`src/rtl/mem_port_arbiter.sv`:
```
// Arbiter sharing one single-ported memory between instruction fetch and the data stage.
// Data side wins by default; fetch is forced after STARVE_LIMIT data grants; stuck accesses time out.
module mem_port_arbiter #(
    parameter int ADDR_W       = 32,
    parameter int DATA_W       = 32,
    parameter int STARVE_LIMIT = 4,
    parameter int TIMEOUT      = 64
) (
    input  logic              clk_i,
    input  logic              rst_i,
    input  logic              if_req_i,
    input  logic [ADDR_W-1:0] if_addr_i,
    output logic [DATA_W-1:0] if_data_o,
    output logic              if_ready_o,
    input  logic              dm_req_i,
    input  logic              dm_we_i,
    input  logic [ADDR_W-1:0] dm_addr_i,
    input  logic [DATA_W-1:0] dm_wdata_i,
    output logic [DATA_W-1:0] dm_rdata_o,
    output logic              dm_ready_o,
    output logic              mem_req_o,
    output logic              mem_we_o,
    output logic [ADDR_W-1:0] mem_addr_o,
    output logic [DATA_W-1:0] mem_wdata_o,
    input  logic [DATA_W-1:0] mem_rdata_i,
    input  logic              mem_ack_i,
    output logic              stall_o,
    output logic              err_o
);

    typedef enum logic [1:0] {
        IDLE    = 2'd0,
        BUSY_IF = 2'd1,
        BUSY_DM = 2'd2,
        DONE    = 2'd3
    } state_t;

    localparam logic [3:0] STARVE_MAX = 4'(STARVE_LIMIT);
    localparam logic [7:0] TMO_LAST   = 8'(TIMEOUT - 1);

    state_t     state_r;
    state_t     state_next_s;
    logic       grant_if_s;
    logic       grant_dm_s;
    logic       finish_s;
    logic       abort_s;
    logic [3:0] starve_cnt_r;
    logic [7:0] tmo_cnt_r;

    // State register
    always_ff @(posedge clk_i or posedge rst_i) begin
        if (rst_i) begin
            state_r <= IDLE;
        end else begin
            state_r <= state_next_s;
        end
    end

    // Next-state logic and grant/completion decode
    always_comb begin
        state_next_s = state_r;
        grant_if_s   = 1'b0;
        grant_dm_s   = 1'b0;
        finish_s     = 1'b0;
        abort_s      = 1'b0;
        case (state_r)
            IDLE: begin
                if (dm_req_i && !(if_req_i && (starve_cnt_r == STARVE_MAX))) begin
                    grant_dm_s   = 1'b1;
                    state_next_s = BUSY_DM;
                end else if (if_req_i) begin
                    grant_if_s   = 1'b1;
                    state_next_s = BUSY_IF;
                end else begin
                    state_next_s = IDLE;
                end
            end
            BUSY_IF, BUSY_DM: begin
                // A late ack on the final cycle still counts as a good completion
                if (mem_ack_i) begin
                    finish_s     = 1'b1;
                    state_next_s = DONE;
                end else if (tmo_cnt_r == TMO_LAST) begin
                    abort_s      = 1'b1;
                    state_next_s = DONE;
                end else begin
                    state_next_s = state_r;
                end
            end
            DONE: begin
                state_next_s = IDLE;
            end
            default: begin
                state_next_s = IDLE;
            end
        endcase
    end

    // Memory-side request, returned data, ready/err pulses and counters
    always_ff @(posedge clk_i or posedge rst_i) begin
        if (rst_i) begin
            mem_req_o    <= 1'b0;
            mem_we_o     <= 1'b0;
            mem_addr_o   <= '0;
            mem_wdata_o  <= '0;
            if_data_o    <= '0;
            dm_rdata_o   <= '0;
            if_ready_o   <= 1'b0;
            dm_ready_o   <= 1'b0;
            err_o        <= 1'b0;
            starve_cnt_r <= 4'd0;
            tmo_cnt_r    <= 8'd0;
        end else begin
            if_ready_o <= 1'b0;
            dm_ready_o <= 1'b0;
            err_o      <= 1'b0;
            if (grant_dm_s) begin
                mem_req_o   <= 1'b1;
                mem_we_o    <= dm_we_i;
                mem_addr_o  <= dm_addr_i;
                mem_wdata_o <= dm_wdata_i;
                tmo_cnt_r   <= 8'd0;
                if (if_req_i && (starve_cnt_r != STARVE_MAX)) begin
                    starve_cnt_r <= starve_cnt_r + 4'd1;
                end
            end else if (grant_if_s) begin
                mem_req_o    <= 1'b1;
                mem_we_o     <= 1'b0;
                mem_addr_o   <= if_addr_i;
                mem_wdata_o  <= '0;
                tmo_cnt_r    <= 8'd0;
                starve_cnt_r <= 4'd0;
            end else if (finish_s || abort_s) begin
                mem_req_o <= 1'b0;
                err_o     <= abort_s;
                if (state_r == BUSY_IF) begin
                    if_ready_o <= 1'b1;
                    if_data_o  <= finish_s ? mem_rdata_i : '0;
                end else begin
                    dm_ready_o <= 1'b1;
                    dm_rdata_o <= finish_s ? mem_rdata_i : '0;
                end
            end else if ((state_r == BUSY_IF) || (state_r == BUSY_DM)) begin
                tmo_cnt_r <= tmo_cnt_r + 8'd1;
            end
        end
    end

    assign stall_o = (if_req_i & ~if_ready_o) | (dm_req_i & ~dm_ready_o);

endmodule

```
`config.mk`:
```
export PLATFORM = sky130hd
export DESIGN_NAME = mem_port_arbiter
export DESIGN_NICKNAME = d
export VERILOG_FILES = /design/src/rtl/mem_port_arbiter.sv
export SDC_FILE = /design/constraint.sdc
export NUM_CORES = 1
export LEC_CHECK = 0
export CAP_MARGIN = 20
export CORE_MARGIN = 2
export CORE_UTILIZATION = 41
export DETAILED_ROUTE_END_ITERATION = 16
export PLACE_DENSITY = 0.78
export SLEW_MARGIN = 10
export SYNTH_ARGS = -nofsm -noshare
export SYNTH_HDL_FRONTEND = slang
export SYNTH_SLANG_ARGS = --single-unit
```
`constraint.sdc`:
```
create_clock -name clk_i -period 5.6 [get_ports clk_i]
set_clock_uncertainty 0.05 [all_clocks]
set_input_delay 1.68 -clock clk_i [delete_from_list [all_inputs] [get_ports clk_i]]
set_output_delay 1.68 -clock clk_i [all_outputs]
set_load 0.01 [all_outputs]
```
==> summary.txt <==
Layout
  • Area taken by multi-input logic gates: 2874 um2
  • Net count, final: 1097
  • Final std cell area, no fill: 10680 um2
  • Footprint of the flip-flops and latches: 3679 um2
  • Share of post-route cells with drive strength above 1: 10.72%
  • Antenna diode instance count: 0
  • FILL cells: 1443
  • Finished Core Util: 61.55%
  • Area added between synthesis and finish: 46.15%

Clocking
  • H-Tree Level Count: 4
  • Clock latency reported for the late side of the worst-skew pair: 420 ps
  • CTS Buf Count: 17
  • Clock tree from TritonCTS: done
  • Clock-pin slew of the registers on the worst-case setup and hold paths: 60 ps
  • Cts-stage hold buffer count: 0
  • Setup Buffers After CTS: 0
  • Maximum buffer depth of the clock tree: 2
  • Post-cts repair resize count: 0
  • Root buffer selected by CTS: sky130_fd_sc_hd__clkbuf_16
  • Clock Sink Count: 147

Yosys
  • Number of nets produced by synthesis: 865
  • Compound-cell area share of the yosys netlist: 29.34%
  • Number of synthesis warnings: 0
  • Number of distinct library cells after synthesis: 48
  • Number of instances in the synthesized netlist: 726
  • Largest cells by area after synthesis: sky130_fd_sc_hd__dfrtp_1, sky130_fd_sc_hd__o211ai_2, sky130_fd_sc_hd__o21ai_0
  • Area fraction in and, or, nand and nor cells after synthesis: 8.097%
  • Number of synthesized register bits: 147
  • Async set-reset flop share out of synthesis: 100.0%
  • Area of the mapped netlist: 7310 um2
  • Largest area contributor in the synthesized netlist: sky130_fd_sc_hd__dfrtp_1
  • Flip-flop cell with the highest count after synthesis: sky130_fd_sc_hd__dfrtp_1
  • Top-area cell type share of the netlist area: 50.33%
  • Synth Area in XOR/XNOR: 0%
  • Number of enable flip-flop cells after synthesis: 0
  • Largest family of logic cells by synthesized area: compound AO/OA/AOI/OAI gates
  • Sequential cell area fraction in the yosys report: 50.33%
  • Arithmetic-cell share of the synthesized area counting full adders, half adders and majority gates: 0.8559%
  • Average cell area after synthesis: 10.07 um2
  • Mux cell area share after synthesis: 0.5649%

Global route
  • Overall fraction of global-route tracks in use: 23.60%
  • Initial antenna violation count: 1
  • Pin count of the biggest net entering global routing: 104
  • Via count of the first global-routing pass: 6550
  • Congestion Overflow GR: 0
  • First-pass GRT wire length: 34470 um

Floorplan
  • Die Wd: 137.5 um
  • Effective utilization at floorplan: 42.11%
  • Io pins: 268
  • Number of core rows: 48
  • Total die area: 18910 um2
  • Area of the placeable core: 17360 um2
  • Die Height: 137.5 um

Critical path
  • Arrival time of data at the critical path endpoint: 3340 ps
  • Worst-path fanout max: 8
  • Start-to-end type of the worst setup path: primary input to output port
  • Element type at the critical path start: primary input
  • Type of element capturing the critical path: output port
  • Req. time, crit path: 3870 ps

Timing
  • Transition time at the pin with the least slew margin: 997.6 ps
  • Number of hold-slack violations in the final timing report: 0
  • Max-slew violation count: 0
  • Tightest slew margin relative to the limit: 33.49%
  • Fin crit share: 90.45%
  • Total negative slack: 0 ps
  • Shortest period the worst path allows: 5065 ps
  • Setup slack of the critical path after layout: 534.7 ps
  • Setup repair after global routing missed its margin: no
  • Hold Worst Slack: 483.5 ps
  • Endpoints failing setup: 0
  • Highest Clock Rate: 197.4 MHz

Detailed routing
  • Number of iterations in the first detailed-routing pass: 5
  • Starting DRT DRC Count: 397
  • Post-DRT Antenna Nets: 0
  • Post-route DRC violation count: 0
  • WL final: 22570 um
  • Post-detailed-route via-to-cell ratio: 5.501
  • Mean routed wirelength per cell: 18.89 um
  • Total number of vias: 6574

Placement
  • Area after DPL: 10030 um2
  • Hpwl dp: 14760 um
  • Post-Place Setup Slack: 550.1 ps
  • Final Wtd Congestion: 0.8269
  • Port-buffer cells: 267

Min path
  • Worst hold-check path type: flop to flop

Job
  • Number of violations of the max-capacitance limit: 0

Run status
  • Status: finished, final reports clean

Pwr
  • Pleak: 4.503 nW
  • Power per cell area: 558.7 nW/um2
  • IR Drop Worst-Case VDD: 0.2564 mV
routing by layer:
layer	track usage (%)	wire length, um	up-vias
met5	0	0	-
met4	7.904	308	0
met3	8.977	2153	21
met2	38.11	10910	252
met1	29.07	9195	3222
li1	-	-	3079
metrics by stage:
step / power (mW) / instances
2_1_floorplan: 3.347 / 726
3_3_place_gp: 4.635 / 1162
3_5_place_dp: 4.734 / 1163
4_1_cts: 6.009 / 1194
5_1_grt: 6.358 / 1195
6_report: 5.968 / 1195
critical path, cell delays in order:
cell                              delay (ps)
sky130_fd_sc_hd__clkdlybuf4s50_1         690
sky130_fd_sc_hd__inv_1                    80
sky130_fd_sc_hd__o22ai_1                 280
sky130_fd_sc_hd__clkdlybuf4s50_1         600
flip-flops by register name, summed over array words and instances (netlist names):
signal	flops
dm_rdata_o	32
if_data_o	32
mem_addr_o	32
mem_wdata_o	32
tmo_cnt_r	8
starve_cnt_r	4
state_r	2
dm_ready_o	1
err_o	1
if_ready_o	1
mem_req_o	1
mem_we_o	1
Yosys cell counts (3+ instances only):
master	instances
sky130_fd_sc_hd__o21ai_0	100
sky130_fd_sc_hd__o32ai_1	32
sky130_fd_sc_hd__nand2_1	12
sky130_fd_sc_hd__inv_1	106
sky130_fd_sc_hd__and3_1	3
sky130_fd_sc_hd__clkbuf_1	32
sky130_fd_sc_hd__o211ai_1	14
sky130_fd_sc_hd__nand3_1	67
sky130_fd_sc_hd__o211ai_2	50
sky130_fd_sc_hd__buf_12	5
sky130_fd_sc_hd__o2bb2ai_1	33
sky130_fd_sc_hd__nand2b_1	5
sky130_fd_sc_hd__mux2i_1	3
sky130_fd_sc_hd__ha_1	5
sky130_fd_sc_hd__a211oi_1	3
sky130_fd_sc_hd__a21oi_1	38
sky130_fd_sc_hd__nand4_1	3
sky130_fd_sc_hd__dfrtp_1	147
sky130_fd_sc_hd__nor3_1	3
sky130_fd_sc_hd__buf_2	27
sky130_fd_sc_hd__a31oi_1	4
path summary, 6_finish.rpt:
| kind | startpoint | endpoint | slack (ps) | depth (start not counted) |
|---|---|---|---|---|
| min in group asynchronous | rst_i | mem_addr_o[15]$_DFFE_PP0P_ | 1730 | 2 |
| worst max-delay path | if_req_i | stall_o | 530 | 4 |
| max in group asynchronous | rst_i | mem_wdata_o[9]$_DFFE_PP0P_ | 2760 | 3 |
| worst max register to register | state_r[0]$_DFFE_PP0P_ | mem_wdata_o[21]$_DFFE_PP0P_ | 3210 | 6 |
| worst min register to register | mem_wdata_o[9]$_DFFE_PP0P_ | mem_wdata_o[9]$_DFFE_PP0P_ | 480 | 2 |
| worst min-delay path | mem_wdata_o[9]$_DFFE_PP0P_ | mem_wdata_o[9]$_DFFE_PP0P_ | 480 | 2 |
report_power, final:
group	total (mW)	internal, mW	switching [mW]
clock network	1.24	0.789	0.451
registers	1.84	1.54	0.299
logic	2.89	1.40	1.49
layout by cell type, fill, tap and decap left out, types with 14 or more instances in the layout:
cell,count
sky130_fd_sc_hd__o211ai_1,14
sky130_fd_sc_hd__a21oi_1,37
sky130_fd_sc_hd__nand3_1,67
sky130_fd_sc_hd__o2bb2ai_1,33
sky130_fd_sc_hd__o21ai_0,99
sky130_fd_sc_hd__o32ai_1,32
sky130_fd_sc_hd__inv_1,105
sky130_fd_sc_hd__dfrtp_1,147
sky130_fd_sc_hd__clkdlybuf4s50_1,267
sky130_fd_sc_hd__o211ai_2,50
sky130_fd_sc_hd__clkbuf_16,17
cells by family (layout without fill, tap and decap cells):
group,count (synthesis),count (layout)
compound gates,287,287
fa+ha+maj,5,5
buf+inv,174,418
flops,147,147
mux,4,4
simple gates,109,109
area by class of cell:
class	count	area share, %
Timing Repair Buffer	281	26.31
Tap cell	225	2.635
Sequential cell	147	34.43
Multi-Input combinational cell	405	26.90
Inverter	106	3.760
Clock buffer	18	4.017
Clock inverter	13	1.944
(Power assumes the default switching activity.)
